## config.mk

```make
export PLATFORM = sky130hd
export DESIGN_NAME = match_window_monitor
export DESIGN_NICKNAME = d
export VERILOG_FILES = /design/src/rtl/match_window_monitor.sv
export SDC_FILE = /design/constraint.sdc
export NUM_CORES = 1
export LEC_CHECK = 0
export ABC_AREA = 1
export CORE_UTILIZATION = 30
export DETAILED_ROUTE_END_ITERATION = 7
export PLACE_DENSITY = 0.44
export RECOVER_POWER = 100
export SYNTH_ARGS = -nofsm -noshare
export SYNTH_HDL_FRONTEND = slang
export SYNTH_SLANG_ARGS = --single-unit
```

## constraint.sdc

```tcl
create_clock -name clk -period 4.5 [get_ports clk]
set_clock_uncertainty 0.15 [all_clocks]
set_input_delay 0.9 -clock clk [delete_from_list [all_inputs] [get_ports clk]]
set_output_delay 0.9 -clock clk [all_outputs]
set_load 0.02 [all_outputs]
```

## src/rtl/match_window_monitor.sv

```systemverilog
// Splits a per-cycle match stream into fixed windows and queues one
// {match count, longest run, window index} record per completed window.
module match_window_monitor #(
    parameter int WINDOW_LEN = 256,
    parameter int CNT_W      = 16,
    parameter int IDX_W      = 8,
    parameter int FIFO_DEPTH = 4
) (
    input  logic                          clk,
    input  logic                          rst,
    input  logic                          en,
    input  logic                          clear,
    input  logic                          match_in,
    output logic                          rpt_valid,
    input  logic                          rpt_ready,
    output logic [CNT_W-1:0]              rpt_matches,
    output logic [CNT_W-1:0]              rpt_max_run,
    output logic [IDX_W-1:0]              rpt_win_idx,
    output logic [$clog2(FIFO_DEPTH):0]   fifo_level,
    output logic                          overflow,
    output logic                          active
);

    localparam int PW = $clog2(FIFO_DEPTH);
    localparam logic [CNT_W-1:0] LAST_WC  = CNT_W'(WINDOW_LEN - 1);
    localparam logic [PW:0]      FULL_LVL = (PW + 1)'(FIFO_DEPTH);

    generate
        if (WINDOW_LEN < 2 || WINDOW_LEN > (2 ** CNT_W) - 1 ||
            FIFO_DEPTH < 2 || (2 ** PW) != FIFO_DEPTH) begin : g_bad_param
            $error("match_window_monitor: illegal WINDOW_LEN/CNT_W/FIFO_DEPTH");
        end
    endgenerate

    typedef enum logic {IDLE = 1'b0, RUN = 1'b1} state_t;

    state_t           state_q;
    logic             active_q;
    logic [CNT_W-1:0] wc_q, mc_q, cr_q, mr_q;
    logic [CNT_W-1:0] wc_d, mc_d, cr_d, mr_d;
    logic [IDX_W-1:0] wi_q, wi_d;
    logic             ovf_q, ovf_d;
    logic [PW-1:0]    rd_q, wr_q;
    logic [PW:0]      cnt_q, cnt_d;

    logic [CNT_W-1:0] mem_mc [FIFO_DEPTH];
    logic [CNT_W-1:0] mem_mr [FIFO_DEPTH];
    logic [IDX_W-1:0] mem_wi [FIFO_DEPTH];

    logic [CNT_W-1:0] mc_nx, cr_nx, mr_nx;
    logic             push, pop, full, wr_en, drop;

    // Next accumulator values include the current sample, so the window-end
    // record already counts the last cycle.
    assign mc_nx = mc_q + CNT_W'(match_in);
    assign cr_nx = match_in ? cr_q + CNT_W'(1) : '0;
    assign mr_nx = (cr_nx > mr_q) ? cr_nx : mr_q;

    assign push  = en && !clear && (wc_q == LAST_WC);
    assign pop   = rpt_valid && rpt_ready;
    assign full  = (cnt_q == FULL_LVL);
    assign wr_en = push && (!full || pop);
    assign drop  = push && full && !pop;

    always_comb begin
        wc_d  = wc_q;
        mc_d  = mc_q;
        cr_d  = cr_q;
        mr_d  = mr_q;
        wi_d  = wi_q;
        ovf_d = ovf_q;
        if (clear) begin
            wc_d  = '0;
            mc_d  = '0;
            cr_d  = '0;
            mr_d  = '0;
            wi_d  = '0;
            ovf_d = 1'b0;
        end else if (en) begin
            if (wc_q == LAST_WC) begin
                wc_d = '0;
                mc_d = '0;
                cr_d = '0;
                mr_d = '0;
                wi_d = wi_q + IDX_W'(1);
                if (drop) ovf_d = 1'b1;
            end else begin
                wc_d = wc_q + CNT_W'(1);
                mc_d = mc_nx;
                cr_d = cr_nx;
                mr_d = mr_nx;
            end
        end
    end

    always_comb begin
        cnt_d = cnt_q;
        case ({wr_en, pop})
            2'b10:   cnt_d = cnt_q + (PW + 1)'(1);
            2'b01:   cnt_d = cnt_q - (PW + 1)'(1);
            default: cnt_d = cnt_q;
        endcase
    end

    always_ff @(posedge clk) begin
        if (rst) begin
            wc_q  <= '0;
            mc_q  <= '0;
            cr_q  <= '0;
            mr_q  <= '0;
            wi_q  <= '0;
            ovf_q <= 1'b0;
            rd_q  <= '0;
            wr_q  <= '0;
            cnt_q <= '0;
        end else begin
            wc_q  <= wc_d;
            mc_q  <= mc_d;
            cr_q  <= cr_d;
            mr_q  <= mr_d;
            wi_q  <= wi_d;
            ovf_q <= ovf_d;
            cnt_q <= cnt_d;
            if (wr_en) wr_q <= wr_q + PW'(1);
            if (pop)   rd_q <= rd_q + PW'(1);
        end
    end

    // Storage needs no reset: the head is masked whenever the FIFO is empty.
    always_ff @(posedge clk) begin
        if (wr_en) begin
            mem_mc[wr_q] <= mc_nx;
            mem_mr[wr_q] <= mr_nx;
            mem_wi[wr_q] <= wi_q;
        end
    end

    always_ff @(posedge clk) begin
        if (rst) begin
            state_q  <= IDLE;
            active_q <= 1'b0;
        end else begin
            case (state_q)
                IDLE: if (en) begin
                    state_q  <= RUN;
                    active_q <= 1'b1;
                end
                RUN: if (!en) begin
                    state_q  <= IDLE;
                    active_q <= 1'b0;
                end
                default: begin
                    state_q  <= IDLE;
                    active_q <= 1'b0;
                end
            endcase
        end
    end

    assign rpt_valid   = (cnt_q != '0);
    assign rpt_matches = rpt_valid ? mem_mc[rd_q] : '0;
    assign rpt_max_run = rpt_valid ? mem_mr[rd_q] : '0;
    assign rpt_win_idx = rpt_valid ? mem_wi[rd_q] : '0;
    assign fifo_level  = cnt_q;
    assign overflow    = ovf_q;
    assign active      = active_q;

endmodule
```

# == After elaboration in Yosys (flattened, before gate mapping) ==
# Memory sizes are Yosys's and may differ from the RTL's. A register that Yosys moved wholly into a read port is not among the register bits.
# Index checks and enable logic that the tools add are counted.
# word_totals
regBits,82
ramBits,160
input_bits,6
out_inout_bits,46
memories,3
# mem_list
memory,depth,width,read_ports,rd_ports_with_merged_regs,write_ports,line_no,rtl
mem_mc,4,16,1,1,1,46,logic [CNT_W-1:0] mem_mc [FIFO_DEPTH];
mem_mr,4,16,1,1,1,47,logic [CNT_W-1:0] mem_mr [FIFO_DEPTH];
mem_wi,4,8,1,1,1,48,logic [IDX_W-1:0] mem_wi [FIFO_DEPTH];
# classes
n_addsub,8
order_cmp,1
n_eq_ne,6
n_mux,22
bitwise_logic,1
n_reduce_logical,16
# op_table
op,count
two-way mux 16 bit,8
"adder 16 x 1 -> 16 bit, second input constant",2
adder 16 x 1 -> 16 bit,1
"equality test 16 x 8 -> 1 bit, second input constant",1
> comparator 16 bit,1
two-way mux 2 bit,6
"adder 8 x 1 -> 8 bit, second input constant",1
two-way mux 8 bit,1
logical AND 1 bit,6
one-hot mux 3 bit (2 select lines),1
two-way mux 1 bit,5
"adder 2 x 1 -> 2 bit, second input constant",2
"!= test 2 bit, second input constant",2
AND reduction 2 bit,2
"adder 3 x 1 -> 3 bit, second input constant",1
"equality test 3 bit, second input constant",1
logical NOT 1 bit,3
AND reduction 3 bit,1
nonzero test 3 bit,1
"subtractor 3 x 1 -> 3 bit, second input constant",1
"equality test 2 x 1 -> 1 bit, second input constant",1
"equality test 2 bit, second input constant",1
one-hot mux 1 bit (2 select lines),1
nonzero test 2 bit,1
other kinds (3),3

# == Logic depth before layout (Yosys ltp) ==
# Gate-level depths: netlist of the first run.
# logic_depth
ltp_word,6
depth_mapped,25
ltp_nobuf,24

# == Worst setup path after synthesis of the first run ==
# Ideal clock, no wire load.
# synth_path
path_kind,input port to flip-flop
startpoint,in en
endpoint,mem mem_mc[0][0] (enable)
setup_ns,0.437
t_arrival_ns,3.400
required_time_ns,3.913
slack_ns,0.512
cell_stages,8
path_cell_list,nand2_1 > nor2_2 > nand3_1 > nor2_2 > nand2_2 > nor2_1 > nand2_2 > nor2_1
# synth_via
elab_chain_len,5
# synth_lines
element,line_no,rtl
start: declaration,11,"input logic en,"
logical AND 1 bit (2 in series),59,assign push = en && !clear && (wc_q == LAST_WC);
logical AND 1 bit,62,assign wr_en = push && (!full || pop);
two-way mux 1 bit,131,if (wr_en) begin
two-way mux 1 bit (implied by the code),132,mem_mc[wr_q] <= mc_nx;
end: declaration,46,
# Every way passes these cells.

==> metrics.log, run 1 <==
[metrics] max-slew headroom at the worst pin: -21.4%
[metrics] Seq/Total Area, Yosys: 59.1%
[metrics] initial antenna violation count: 1
[metrics] category of the most critical setup path: reg2out
[metrics] cell depth of the worst flop-to-flop path: 22
[metrics] ratio of cells with drive above 1 in the final layout: under 10%
[metrics] number of buffers added by the clock tree synthesis step: 27
[metrics] peak fanout along the critical path: 80
[metrics] weighted congestion at the end of routability-driven global placement: 0.748
[metrics] Hold Fails Final Rpt: 0
[metrics] largest net degree at the start of global routing: 81
[metrics] number of gates resized after CTS: 0
[metrics] actual transition at the worst max-transition pin: 1.82 ns
[metrics] total power consumption of the routed design: 8.56 mW
[metrics] FF-to-FF End: mem_mr[2][12]
[metrics] wire per inst: between 15 and 20 um
[metrics] cell area after synthesis: 11000 sq um
[metrics] number of ports placed on the die boundary: between 50 and 60
[metrics] number of nets with antenna violations after routing: 0
[metrics] IO buf count: 51
[metrics] core outline area: 35800 sq um
[metrics] cell count after synthesis: around 1100
[metrics] ratio of final minimum period to clock period: 91.8%
[metrics] total number of vias: 7792
[metrics] post-layout minimum cycle time: 4.13 ns
[metrics] Avg Cell Area, Syn: 9.57 sq um
[metrics] critical path capture point type: output pin
[metrics] overflow left after global routing: 0
[metrics] number of nets in the layout: ~1200
[metrics] DR pass1 iterations: 8
[metrics] leading cell types in the layout, fill and taps excluded: sky130_fd_sc_hd__nor2_1, sky130_fd_sc_hd__edfxtp_1, sky130_fd_sc_hd__nand2_1
[metrics] Power Internal: 5.24 mW
[metrics] Final TNS setup: 0 ns
[metrics] remaining design rule violation count: 3
[metrics] P_leak: between 4 and 5 nW
[metrics] floorplan die height: 193 um
[metrics] Final Util: a little over a third
[metrics] Num Clock Sinks: about 240
[metrics] top achievable clock speed: 242 MHz
[metrics] maximum buffer depth of the clock tree: 3
[metrics] Setup Buffers After CTS: 0
[metrics] initial core utilization: 30.6%
[metrics] power share of the clock group: 24.6%
[metrics] post-CTS clock slew at the launch and capture registers of the worst setup and hold paths: 0.06 ns
[metrics] type of the worst min-delay path: reg2reg
[metrics] Root Driver: sky130_fd_sc_hd__clkbuf_16
[metrics] net count of the mapped netlist: 1178
[metrics] Max Cap Viol: 1
[metrics] WP data required: 3.45 ns
[metrics] sequential cell fraction of total power: 34.9%
[metrics] Final setup viols: 0
[metrics] total count of max-transition violations in the final report: 51
[metrics] DRT Wirelength: approximately 26000 um
[metrics] RSZ-0062 raised after global routing: false
[metrics] estimated wirelength of the detail-placed design: 16600 um
[metrics] R2R Path Start: cr_q[0]
[metrics] Pwr Density: 669 nW/um^2
[metrics] part of the power in combinational logic: 40.5%
[metrics] via count of the first global-routing pass: 7478
[metrics] CTS tree: built
[metrics] number of hold-repair buffers added at the cts stage: 0
[metrics] Chip Width: 193 um
[metrics] count of unique library cells instantiated by Yosys: 42
[metrics] failing checks: DRC, capacitance limit, slew limit
[metrics] WP data arrival: between 3 and 4 ns
[metrics] final worst hold slack: 0.277 ns
[metrics] full die area: between 30000 and 40000 sq um
[metrics] ratio of routed vias to standard cells: 4.62
[metrics] flops & latches, synth: 244
[metrics] run status: finished, violations left
[metrics] aggregate global-route resource usage: about 14%
[metrics] Register-to-Register Setup Slack: 0.59 ns
[metrics] timing endpoint of the critical path: rpt_max_run[15]
[metrics] number of H-tree levels: 1
[metrics] switching power: 3.32 mW
[metrics] clock insertion delay at the later pin of the skew report: between 0.5 and 0.6 ns
[metrics] switching power as a share of total power: 38.8%
[metrics] number of violations reported at the end of detailed-routing iteration 0: around 400
[metrics] Max rail drop VDD: about 0.53 mV
[metrics] type of origin of the critical path: flop
[metrics] Ys Warns: 0
[metrics] first-pass GRT wire length: 42000 um
[metrics] Synth-to-Final Area Change: 16.6%
[metrics] Core Rows: 69
[metrics] most frequent standard cell in the layout excluding fill and tap cells: sky130_fd_sc_hd__nor2_1
==> area by class of cell <==
class | instances | area [sq um]
fill | 3602 | 23000
sequential | 244 | 6490
multi-input combinational | 749 | 3820
clock buffer | 36 | 729
timing repair buffer | 79 | 674
tap | 461 | 577
inverter | 104 | 390
clock inverter | 14 | 118
antenna | 1 | 2.50
==> worst max-delay path: stages (launching register included) <==
cell and delay [ns]:
sky130_fd_sc_hd__dfxtp_2 0.33, sky130_fd_sc_hd__clkbuf_4 0.78, sky130_fd_sc_hd__nor2_1 0.11, sky130_fd_sc_hd__nor2_1 0.11
sky130_fd_sc_hd__o21ai_0 0.08, sky130_fd_sc_hd__a21oi_1 0.38, sky130_fd_sc_hd__dlygate4sd3_1 0.74
==> sequential cells by signal, summed over array words and instances, names as in the netlist, 8 cells and up, named ones only <==
register and cells:
mem_wi 32, mem_mc 64, wi_q 8, mem_mr 64
wc_q 16, mc_q 16, cr_q 16, mr_q 16
==> logic make-up after synthesis <==
| group | after synthesis | share of synthesized area [%] |
|---|---|---|
| buffers and inverters | 154 | 5.48 |
| adder cells (fa/ha/maj) | 25 | 2.92 |
| flip-flops | 244 | 59.1 |
| XOR/XNOR | 14 | 1.12 |
| AND/OR/NAND/NOR | 481 | 20.1 |
| AO/OA/AOI/OAI | 229 | 11.3 |
==> per-layer routing <==
metal  global-route usage (%)  part of all wire, %
met1                     19.7                   50
met2                     23.1                   45
met3                     1.76                  3.3
met4                     3.17                  1.5
met5                        0                    0
==> power groups by stage <==
stage / Combinational (mW) / Clock, mW / Sequential (mW)
global placement: 3.80 / 0 / 3.03
finish: 3.46 / 2.10 / 2.99
detailed placement: 3.82 / 0 / 3.03
CTS: 3.83 / 2.18 / 2.99
global route: 3.85 / 2.25 / 3.00
floorplan: 2.68 / 0 / 3.03
==> stage by stage <==
stage               cell area (sq um)  instances  setup slack (ns)
floorplan                       11000       1147             0.512
global placement                12100       1637             0.510
detailed placement              12100       1637             0.516
CTS                             13000       1687             0.430
global route                    12800       1688            0.0253
finish                          12800       1688             0.369
==> cells in the mapped netlist, drive strengths merged <==
library cell | number | share of area, %
inv | 104 | 3.6
fa | 1 | 0.18
a31oi | 1 | 0.057
o21ai | 99 | 4.5
a22oi | 11 | 0.75
o211ai | 1 | 0.068
a2bb2oi | 1 | 0.080
edfxtp | 160 | 44
or2 | 1 | 0.057
nor3b | 7 | 0.48
o21a | 3 | 0.21
nand2 | 143 | 5.7
buf | 10 | 0.56
xor2 | 7 | 0.56
nor4 | 1 | 0.11
nor3 | 13 | 0.59
a21oi | 108 | 5.3
o21bai | 3 | 0.21
and2 | 16 | 0.91
ha | 24 | 2.7
and3 | 1 | 0.057
o211a | 1 | 0.091
nand3b | 1 | 0.18
nor2 | 228 | 8.1
xnor2 | 7 | 0.56
nand4 | 10 | 0.57
a211oi | 1 | 0.068
dfxtp | 84 | 15
nand3 | 60 | 3.3
clkbuf | 40 | 1.4
==> how the worst min path moves through the flow <==
stage	start	endpoint	slack [ns]	cells past startpoint
after floorplan	state_q	active	0.23	1
after global placement	state_q	active	0.25	1
after detailed placement	state_q	active	0.26	1
after CTS	state_q	active	0.28	1
after global routing	state_q	active	0.29	1
final	state_q	active	0.28	1
No activity file was read; power rests on OpenSTA's default activity.
==> run 2: changes to the inputs <==
--- a/config.mk
+++ b/config.mk
@@ -5,10 +5,9 @@
 export SDC_FILE = /design/constraint.sdc
 export NUM_CORES = 1
 export LEC_CHECK = 0
-export ABC_AREA = 1
 export CORE_UTILIZATION = 30
 export DETAILED_ROUTE_END_ITERATION = 7
-export PLACE_DENSITY = 0.44
+export PLACE_DENSITY = 0.45
 export RECOVER_POWER = 100
 export SYNTH_ARGS = -nofsm -noshare
 export SYNTH_HDL_FRONTEND = slang
==> run 2 against run 1 <==
  * The run ends with capacitance limit, slew limit left
  * Worst hold slack gained 0.049 ns
  * Synthesized cell count shrank 31%
  * Utilization grew 0.92 points
  * Sequential share of layout area grew 0.68 points
  * Synthesized area shrank 4.4%
  * Register-to-register slack is essentially flat
  * Sequential power shrank 21%
  * Routed wire length shrank 13%
  * Critical path depth shrank 2
  * Critical endpoint is now rpt_max_run[0]
==> metrics.log, run 2 <==
[metrics] Seq/Total Area, Yosys: 61.8% (+2.7 points)
[metrics] peak fanout along the critical path: 22 (-73%)
[metrics] maximum buffer depth of the clock tree: 3 (unchanged)
[metrics] number of hold-repair buffers added at the cts stage: 0 (unchanged)
[metrics] Setup Buffers After CTS: 0 (unchanged)
[metrics] Final setup viols: 0 (unchanged)
[metrics] Core Rows: 68 (-1.4%)
[metrics] flops & latches, synth: 244 (unchanged)
[metrics] top-area cell type share of the netlist area: 45.8% (+2.0 points)
[metrics] Inserted Diodes: 0 (-1)
[metrics] cell types occupying the most area after synthesis: sky130_fd_sc_hd__edfxtp_1, sky130_fd_sc_hd__dfxtp_1, sky130_fd_sc_hd__mux4_2
[metrics] DR pass1 iterations: 6 (-2)
[metrics] largest net degree at the start of global routing: 37 (-54%)
[metrics] post-CTS clock slew at the launch and capture registers of the worst setup and hold paths: 0.06 ns (about the same)
[metrics] critical path capture point type: output pin
[metrics] number of nets in the layout: 899 (-27%)
[metrics] net count of the mapped netlist: 821 (-30%)
[metrics] max-slew headroom at the worst pin: -27.4% (-6.0 points)
[metrics] Ys Warns: 0 (unchanged)
[metrics] CTS tree: built
[metrics] remaining design rule violation count: 0 (-3)
[metrics] most frequent standard cell in the layout excluding fill and tap cells: sky130_fd_sc_hd__edfxtp_1
[metrics] Pwr Density: 382 nW/um^2 (-43%)
[metrics] number of gates resized after CTS: 0 (unchanged)
[metrics] number of flops mapped to enable cells by yosys: 160 (unchanged)
[metrics] full die area: 35700 sq um (-4.3%)
[metrics] type of origin of the critical path: flop
[metrics] most frequently used cell type in the post-synthesis netlist: sky130_fd_sc_hd__edfxtp_1
[metrics] overflow left after global routing: 0 (unchanged)
[metrics] actual transition at the worst max-transition pin: 1.91 ns (+0.0920 ns)
[metrics] Chip Width: 189 um (-2.2%)
[metrics] number of nets with antenna violations after routing: 0 (unchanged)
[metrics] top achievable clock speed: 244 MHz (+0.81%)
[metrics] async set-reset flop share out of synthesis: 0% (unchanged)
[metrics] cell area after synthesis: 10500 sq um (-4.4%)
[metrics] leading cell types in the layout, fill and taps excluded: sky130_fd_sc_hd__edfxtp_1, sky130_fd_sc_hd__dfxtp_1, sky130_fd_sc_hd__nor2_1
[metrics] Avg Cell Area, Syn: 13.3 sq um (+39%)
[metrics] cell depth of the worst flop-to-flop path: 13 (-41%)
[metrics] post-layout minimum cycle time: 4.10 ns (-0.0332 ns)
[metrics] type of the worst min-delay path: reg2reg
[metrics] floorplan die height: 189 um (-2.2%)
[metrics] top flop regs: mem_mc x64, mem_mr x64, mem_wi x32
[metrics] Max rail drop VDD: 0.275 mV (-48%)
[metrics] most common flop cell mapped by yosys: sky130_fd_sc_hd__edfxtp_1
[metrics] total number of vias: 6318 (-19%)
[metrics] R2R Path Start: cr_q[2]
[metrics] core outline area: 34500 sq um (-3.8%)
[metrics] estimated wirelength of the detail-placed design: 14900 um (-10%)
[metrics] number of buffers added by the clock tree synthesis step: 28 (+3.7%)
[metrics] Final TNS setup: 0 ns (unchanged)
[metrics] WP data arrival: 3.05 ns (-0.03 ns)
[metrics] ordered cell list for the critical path: buf_12 -> mux4_2 -> and2_1 -> dlygate4sd3_1
[metrics] RSZ-0062 raised after global routing: false
[metrics] IO buf count: 51 (unchanged)
[metrics] number of H-tree levels: 1 (unchanged)
[metrics] FF-to-FF End: mem_mr[1][0]
[metrics] Fill cells: 3353 (-6.9%)
[metrics] worst slack after detailed placement: 0.349 ns (-0.167 ns)
[metrics] via count of the first global-routing pass: 6401 (-14%)
[metrics] ratio of cells with drive above 1 in the final layout: 13.8% (+5.8 points)
[metrics] DRT Wirelength: 22700 um (-13%)
[metrics] number of violations reported at the end of detailed-routing iteration 0: 393 (-3.0%)
[metrics] ratio of routed vias to standard cells: 4.70 (+1.8%)
[metrics] Max Cap Viol: 1 (unchanged)
[metrics] initial core utilization: 30.5% (-0.18 points)
[metrics] final worst hold slack: 0.326 ns (+0.0491 ns)
[metrics] ratio of final minimum period to clock period: 91.1% (-0.74 points)
[metrics] Worst Hold Launch: mr_q[2]
[metrics] Final Util: 36.6% (+0.92 points)
[metrics] aggregate global-route resource usage: 12.8% (-1.2 points)
[metrics] first-pass GRT wire length: 36200 um (-14%)
[metrics] P_leak: 4.14 nW (-9.3%)
[metrics] count of unique library cells instantiated by Yosys: 56 (+33%)
[metrics] top cell types by occurrence after synthesis: sky130_fd_sc_hd__edfxtp_1, sky130_fd_sc_hd__dfxtp_1, sky130_fd_sc_hd__nor2_1
[metrics] final worst slack: 0.402 ns (+0.0332 ns)
[metrics] number of ports placed on the die boundary: 52 (unchanged)
[metrics] instance area after placement: 11700 sq um (-3.5%)
[metrics] cell type of the slowest stage on the worst timing path: sky130_fd_sc_hd__dfxtp_1
[metrics] WP data required: 3.45 ns (about the same)
[metrics] category of the most critical setup path: reg2out
[metrics] Synth-to-Final Area Change: 20.3%
[metrics] failing checks: capacitance limit, slew limit
[metrics] dominant cell type by area after synthesis: sky130_fd_sc_hd__edfxtp_1
[metrics] final instance area: 12600 sq um (-1.3%)
[metrics] weighted congestion at the end of routability-driven global placement: 0.763 (+2.1%)
[metrics] initial antenna violation count: 0 (-1)
[metrics] Register-to-Register Setup Slack: 0.58 ns (about the same)
[metrics] run status: finished, violations left
[metrics] Hold Crit Depth: 1 (unchanged)
[metrics] hold worst-path end: mr_q[2]
[metrics] Hold Fails Final Rpt: 0 (unchanged)
[metrics] wire per inst: 16.9 um (+9.1%)
[metrics] Root Driver: sky130_fd_sc_hd__clkbuf_16
[metrics] total count of max-transition violations in the final report: 37 (-27%)
[metrics] Num Clock Sinks: 244 (unchanged)
[metrics] clock insertion delay at the later pin of the skew report: 0.53 ns (about the same)
[metrics] slowest stage delay, CP: 1.07 ns (+0.29 ns)
[metrics] cell count after synthesis: 790 (-31%)
run 2: changes by cell type after synthesis, moves of 13 or more:
cell	before	now
sky130_fd_sc_hd__and2_1	16	58
sky130_fd_sc_hd__xor2_1	7	26
sky130_fd_sc_hd__nor2_1	220	78
sky130_fd_sc_hd__a22oi_1	11	24
sky130_fd_sc_hd__o21ai_0	96	25
sky130_fd_sc_hd__xnor2_1	7	24
sky130_fd_sc_hd__mux4_2	0	40
sky130_fd_sc_hd__inv_1	103	28
sky130_fd_sc_hd__a22o_1	0	16
sky130_fd_sc_hd__nand2_1	124	32
sky130_fd_sc_hd__nand3_2	13	0
sky130_fd_sc_hd__clkbuf_1	40	27
sky130_fd_sc_hd__a21oi_1	98	18
run 2: power by group:
part / internal, mW / total, mW / switching [mW] / leakage, nW
clock: 1.47 / 2.37 / 0.904 / 0.469
sequential: 2.36 / 2.36 / 0.00172 / 2.01
combinational: 0.0224 / 0.0809 / 0.0585 / 1.67
run 2: worst max-delay path, delay by kind of cell, from the launching register on:
kind	cells	cell delay, ns
DFF	1	1.07
buffers and inverters	2	0.94
and+or+nand+nor	1	0.20
muxes	1	0.30
run 2: logic make-up after synthesis:
group | after synthesis | synth area share [%]
AO/OA/AOI/OAI | 98 | 6.28
XOR/XNOR | 51 | 4.33
buffers and inverters | 66 | 2.66
multiplexers | 43 | 8.88
adder cells (fa/ha/maj) | 26 | 3.15
flip-flops | 244 | 61.8
AND/OR/NAND/NOR | 262 | 12.9
run 2: worst max path at each step:
stage	start	end	slack, ns	cells after the start
6_report	flop	rpt_max_run[0]	0.40	4
5_1_grt	flop	rpt_max_run[0]	0.20	4
4_1_cts	fifo_level[0]	rpt_max_run[13]	0.66	4
3_5_place_dp	match_in	mem_mr[1][11]	0.35	10
3_3_place_gp	match_in	mem_mr[1][4]	0.32	10
2_1_floorplan	en	mem_mc[0][0]	0.98	5
run 2: per-stage QoR:
| step | instances | power (mW) |
|---|---|---|
| finish | 1345 | 4.82 |
| global route | 1345 | 4.99 |
| CTS | 1345 | 4.89 |
| global placement | 1293 | 2.50 |
| floorplan | 790 | 2.46 |
| detailed placement | 1293 | 2.50 |
run 2: area by class of cell:
type	count	area [sq um]	share of cell area, %
Sequential cell	244	6490	51.4
Multi-Input combinational cell	480	3720	29.5
Timing Repair Buffer	85	757	6.00
Clock buffer	35	747	5.92
Tap cell	455	569	4.51
Clock inverter	17	234	1.85
Inverter	29	109	0.862
run 2: metal layers:
metal	GRT usage (%)	wire length, um	vias up
met4	2.57	392	0
met3	2.00	657	24
met5	0	0	-
met2	22.0	10900	82
met1	17.2	10700	3139
li1	-	-	3073
